File: src/rtl/rr_priority_encoder.sv
// Registered N-to-log2(N) priority encoder with valid/ready output and multi-hot flag.
// Define RR_PRIORITY_ENCODER_ROUND_ROBIN_EN for rotating priority; otherwise lowest index wins.
module rr_priority_encoder #(
  parameter  int N = 8,
  localparam int W = $clog2(N)
) (
  input  logic         clk,
  input  logic         rst_n,
  input  logic [N-1:0] req,
  input  logic         out_ready,
  output logic         out_valid,
  output logic [W-1:0] out_idx,
  output logic         out_multi
);

  logic         valid_q, valid_d;
  logic [W-1:0] idx_q, idx_d;
  logic         multi_q, multi_d;
  logic         load;
  logic [W-1:0] sel;

  assign load = !valid_q || out_ready;

`ifdef RR_PRIORITY_ENCODER_ROUND_ROBIN_EN
  logic [W-1:0] ptr_q, ptr_d;

  // Pointer wraps at N, not 2^W, so non-power-of-two N never points past the last line.
  always_comb begin
    ptr_d = ptr_q;
    if (load && (|req)) begin
      ptr_d = (sel == W'(N - 1)) ? '0 : sel + W'(1);
    end
  end

  always_ff @(posedge clk or negedge rst_n) begin
    if (!rst_n) ptr_q <= '0;
    else        ptr_q <= ptr_d;
  end
`else
  logic [W-1:0] ptr_q;
  assign ptr_q = '0;
`endif

  always_comb begin : scan
    logic found;
    int   j;
    found = 1'b0;
    sel   = '0;
    j     = 0;
    for (int k = 0; k < N; k++) begin
      j = int'(ptr_q) + k;
      if (j >= N) j = j - N;
      if (!found && req[j]) begin
        found = 1'b1;
        sel   = W'(j);
      end
    end
  end

  always_comb begin
    valid_d = valid_q;
    idx_d   = idx_q;
    multi_d = multi_q;
    if (load) begin
      if (|req) begin
        valid_d = 1'b1;
        idx_d   = sel;
        multi_d = |(req & (req - N'(1)));
      end else begin
        valid_d = 1'b0;
        multi_d = 1'b0;
      end
    end
  end

  always_ff @(posedge clk or negedge rst_n) begin
    if (!rst_n) begin
      valid_q <= 1'b0;
      idx_q   <= '0;
      multi_q <= 1'b0;
    end else begin
      valid_q <= valid_d;
      idx_q   <= idx_d;
      multi_q <= multi_d;
    end
  end

  assign out_valid = valid_q;
  assign out_idx   = idx_q;
  assign out_multi = multi_q;

endmodule

File: config.mk
export PLATFORM = sky130hd
export DESIGN_NAME = rr_priority_encoder
export DESIGN_NICKNAME = d
export VERILOG_FILES = /design/src/rtl/rr_priority_encoder.sv
export SDC_FILE = /design/constraint.sdc
export NUM_CORES = 1
export LEC_CHECK = 0
export BUFFER_PORTS_ARGS = -buffer_cell sky130_fd_sc_hd__buf_2
export CAP_MARGIN = 20
export CORE_AREA = 4 4 41 43
export DETAILED_ROUTE_END_ITERATION = 7
export DIE_AREA = 0 0 45 47
export SLEW_MARGIN = 20
export SYNTH_ARGS = -nofsm -noshare
export SYNTH_HDL_FRONTEND = slang
export SYNTH_SLANG_ARGS = --single-unit
File: constraint.sdc
create_clock -name clk -period 1.1 [get_ports clk]
set_clock_uncertainty 0.05 [all_clocks]
set_input_delay 0.22 -clock clk [delete_from_list [all_inputs] [get_ports clk]]
set_output_delay 0.22 -clock clk [all_outputs]
set_load 0.05 [all_outputs]
==> flow_summary.html <==
<table>
<tr><th>Metric</th><th>Value</th></tr>
<tr><th colspan="2">Layout</th></tr>
<tr><td>Most frequent cells in the layout</td><td>buf_2 (10), buf_4 (10), buf_6 (5), dfrtp_1 (4)</td></tr>
<tr><td>N_diodes</td><td>0</td></tr>
<tr><td>Synth-to-layout area growth</td><td>85.4%</td></tr>
<tr><td>Number of standard cells in the layout, taps in and fillers out</td><td>78</td></tr>
<tr><td>Final net count</td><td>75</td></tr>
<tr><td>Final design area excluding fillers</td><td>587 sq um</td></tr>
<tr><td>Final Util</td><td>45.1%</td></tr>
<tr><td>Fraction of final layout cells sized beyond drive strength 1</td><td>about three fifths</td></tr>
<tr><th colspan="2">Worst setup path</th></tr>
<tr><td>Slowest-stage cell, CP</td><td>dfrtp_2</td></tr>
<tr><td>Delay of the slowest cell on the worst path</td><td>400 ps</td></tr>
<tr><td>Crit path buf inv count</td><td>2</td></tr>
<tr><td>Cell family with most CP delay</td><td>flip-flops</td></tr>
<tr><td>Crit path arrival time</td><td>900 ps</td></tr>
<tr><td>Data required time at the worst endpoint</td><td>slightly above 800 ps</td></tr>
<tr><td>Setup crit end kind</td><td>primary output</td></tr>
<tr><td>Worst-path fanout max</td><td>2</td></tr>
<tr><td>Series of cell instances along the critical path</td><td>buf_6 &gt; buf_8</td></tr>
<tr><td>Worst Setup Start Kind</td><td>register</td></tr>
<tr><td>Critical path class</td><td>register to primary output</td></tr>
<tr><th colspan="2">Timing</th></tr>
<tr><td>Time the final worst path needs with I/O delays and setup</td><td>around 1200 ps</td></tr>
<tr><td>Final period util</td><td>106%</td></tr>
<tr><td>Tightest Pin Transition</td><td>222 ps</td></tr>
<tr><td>Hold Fails Final Rpt</td><td>0</td></tr>
<tr><td>Setup violations, final</td><td>2</td></tr>
<tr><td>Worst hold-check slack</td><td>208 ps</td></tr>
<tr><td>Pins Over Slew Limit</td><td>0</td></tr>
<tr><td>RSZ-0062 raised after global routing</td><td>true</td></tr>
<tr><td>Worst-case headroom to the max-slew limit</td><td>85.1%</td></tr>
<tr><td>Max Fclk</td><td>857 MHz</td></tr>
<tr><td>Fin worst setup slack</td><td>-67.0 ps</td></tr>
<tr><th colspan="2">Clock network</th></tr>
<tr><td>Clock latency on the worst-skew pair</td><td>around 250 ps</td></tr>
<tr><td>Clock-pin slew of the registers on the worst-case setup and hold paths</td><td>40 ps</td></tr>
<tr><td>H-tree levels</td><td>1</td></tr>
<tr><td>Clock Root Buffer</td><td>clkbuf_4</td></tr>
<tr><td>Clk buf depth</td><td>2</td></tr>
<tr><td>CTS tree</td><td>done</td></tr>
<tr><td>CTS Buf Count</td><td>3</td></tr>
<tr><td>Sink Count</td><td>5</td></tr>
<tr><th colspan="2">Yosys</th></tr>
<tr><td>Post-synthesis instance area</td><td>~320 sq um</td></tr>
<tr><td>Synth top area cells</td><td>dfrtp_1 (40%), nor4_4 (6.7%), maj3_1 (6.3%), a21oi_1 (4.7%), and3_4 (3.6%)</td></tr>
<tr><td>Netlist cell types</td><td>21</td></tr>
<tr><td>Sequential-to-total area share from yosys stat</td><td>39.5%</td></tr>
<tr><td>Synthesized instance count</td><td>32</td></tr>
<tr><td>Synth Net Count</td><td>43</td></tr>
<tr><td>Area share of the largest cell type after synthesis</td><td>39.5%</td></tr>
<tr><td>Synth warnings</td><td>0</td></tr>
<tr><td>Post-synthesis area per instance</td><td>9.89 sq um</td></tr>
<tr><td>Dominant cell type by area after synthesis</td><td>dfrtp_1</td></tr>
<tr><td>Flop and latch count out of synthesis</td><td>5</td></tr>
<tr><th colspan="2">Power and ir drop</th></tr>
<tr><td>Overall Power</td><td>620 uW</td></tr>
<tr><td>Power density relative to cell area</td><td>1060 mW/mm^2</td></tr>
<tr><td>Peak supply drop</td><td>about 640 uV</td></tr>
<tr><td>Leakage power summed over all cells</td><td>~0.26 nW</td></tr>
<tr><th colspan="2">Route</th></tr>
<tr><td>DRT Pass-1 Iters</td><td>1</td></tr>
<tr><td>Drt total wl</td><td>1.02 mm</td></tr>
<tr><td>Routed via count divided by cell count</td><td>4.78</td></tr>
<tr><td>Initial DRC Count</td><td>0</td></tr>
<tr><td>Residual antenna-violating net count after detailed routing</td><td>0</td></tr>
<tr><td>Number of vias after detailed routing</td><td>~370</td></tr>
<tr><td>Average detailed-routed wire length per instance</td><td>around 13 um</td></tr>
<tr><td>Number of remaining DRC errors</td><td>0</td></tr>
<tr><th colspan="2">Global routing</th></tr>
<tr><td>Global-route congestion overflow total</td><td>0</td></tr>
<tr><td>Wire length of the first global-routing pass</td><td>1.69 mm</td></tr>
<tr><td>Initial antenna violation count</td><td>0</td></tr>
<tr><td>Total global-route track usage</td><td>12.4%</td></tr>
<tr><td>Vias in the first global route</td><td>382</td></tr>
<tr><td>Pin count of the biggest net entering global routing</td><td>7</td></tr>
<tr><th colspan="2">Floorplanning</th></tr>
<tr><td>Die W</td><td>45 um</td></tr>
<tr><td>Initial Util</td><td>24.3%</td></tr>
<tr><td>Vertical die dimension</td><td>47 um</td></tr>
<tr><td>Number of placed I/O pins</td><td>16</td></tr>
<tr><td>Overall die area</td><td>0.00212 sq mm</td></tr>
<tr><td>Area of the core</td><td>0.00130 sq mm</td></tr>
<tr><td>Number of rows in the core area</td><td>13</td></tr>
<tr><th colspan="2">Outcome</th></tr>
<tr><td>Failing checks</td><td>setup timing</td></tr>
<tr><td>Status</td><td>finished, violations left</td></tr>
<tr><th colspan="2">Flow run</th></tr>
<tr><td>Number of violations of the max-capacitance limit</td><td>0</td></tr>
<tr><th colspan="2">Place</th></tr>
<tr><td>Gp weighted congestion</td><td>0.747</td></tr>
<tr><td>Buffers added on ports</td><td>15</td></tr>
<tr><td>Area post-placement</td><td>488 sq um</td></tr>
<tr><td>Instance count after placement with tap cells included</td><td>72</td></tr>
<tr><td>HPWL after detailed placement</td><td>772 um</td></tr>
<tr><th colspan="2">Min path</th></tr>
<tr><td>Path class of the lowest-slack min-delay path</td><td>primary input to register</td></tr>
</table>
-- stage by stage --
step                      setup TNS, ps  setup WS (ps)
after CTS                          -146          -73.5
after global routing               -196           -107
after detailed placement           -784           -196
after global placement             -720           -179
after floorplan                    -465           -161
final                             -69.7          -67.0
-- power by group --
part,switching (mW),leakage [nW],internal (mW)
Clock,0.0857,0.0150,0.138
Combinational,0.104,0.195,0.0860
Sequential,0.0100,0.0538,0.197
Total,0.200,0.263,0.420
-- flip-flops by register name, indices dropped and copies added (netlist names) --
signal     cells
out_valid      1
out_multi      1
out_idx        3
-- layout make-up --
class	count	area (sq um)
flip-flops and latches	5	126
clock buffers	4	26.3
inverters	2	7.51
fillers	136	714
multi-input cells	25	201
repair buffers	27	206
well taps	15	18.8
-- cells in the mapped netlist --
master and count:
a31oi_1 1, o2bb2ai_1 1, a21oi_2 1, or4_1 1, nand2_1 1, a21oi_1 3
o21ai_0 1, nor4_4 1, nor3_1 2, and2b_1 1, nand2b_1 1, inv_1 2
o32a_1 1, nor2_1 3, dfrtp_1 5, o22a_1 1, a221oi_1 1, and3_4 1
maj3_1 2, o21bai_1 1, or3_1 1
-- kinds of logic after synthesis --
group,Yosys count,share of synthesized area [%]
buffers and inverters,2,2.37
AOI/OAI and AO/OA,11,24.9
DFF,5,39.5
adders and majority gates,2,6.32
and+or+nand+nor,12,26.9
-- metal layers --
metal,wire length (um),share of wire [%],global-route usage [%],up-vias
li1,-,-,-,185
met1,415,41,12.8,173
met2,490,48,18.6,11
met3,73,7.2,5.36,4
met4,39,3.8,12.3,0
met5,0,0,0,-
-- worst paths after layout --
path	end	from	slack [ps]	cells after the start
min in group asynchronous	out_idx[0]	rst_n	260	2
worst min-delay path	out_valid	req[6]	210	3
worst min register to register	out_idx[2]	out_idx[2]	470	1
worst max register to register	out_idx[1]	out_valid	0	2
max in group asynchronous	out_valid	rst_n	580	2
worst max-delay path	out_valid	out_valid	-70	2
-- repair_timing --
action | CTS | global route
hold endpoints to repair | 5 | 0
setup endpoints to repair | 8 | 9
hold buffers | 1 | 0
gates resized for setup | 12 | 4
buffers inserted | 0 | 1
-- worst register-to-register path: stages (launching register included) --
cell	delay, ps
dfrtp_2	400
and2b_4	200
o32a_1	340
Power figures use the tool's default switching activity.
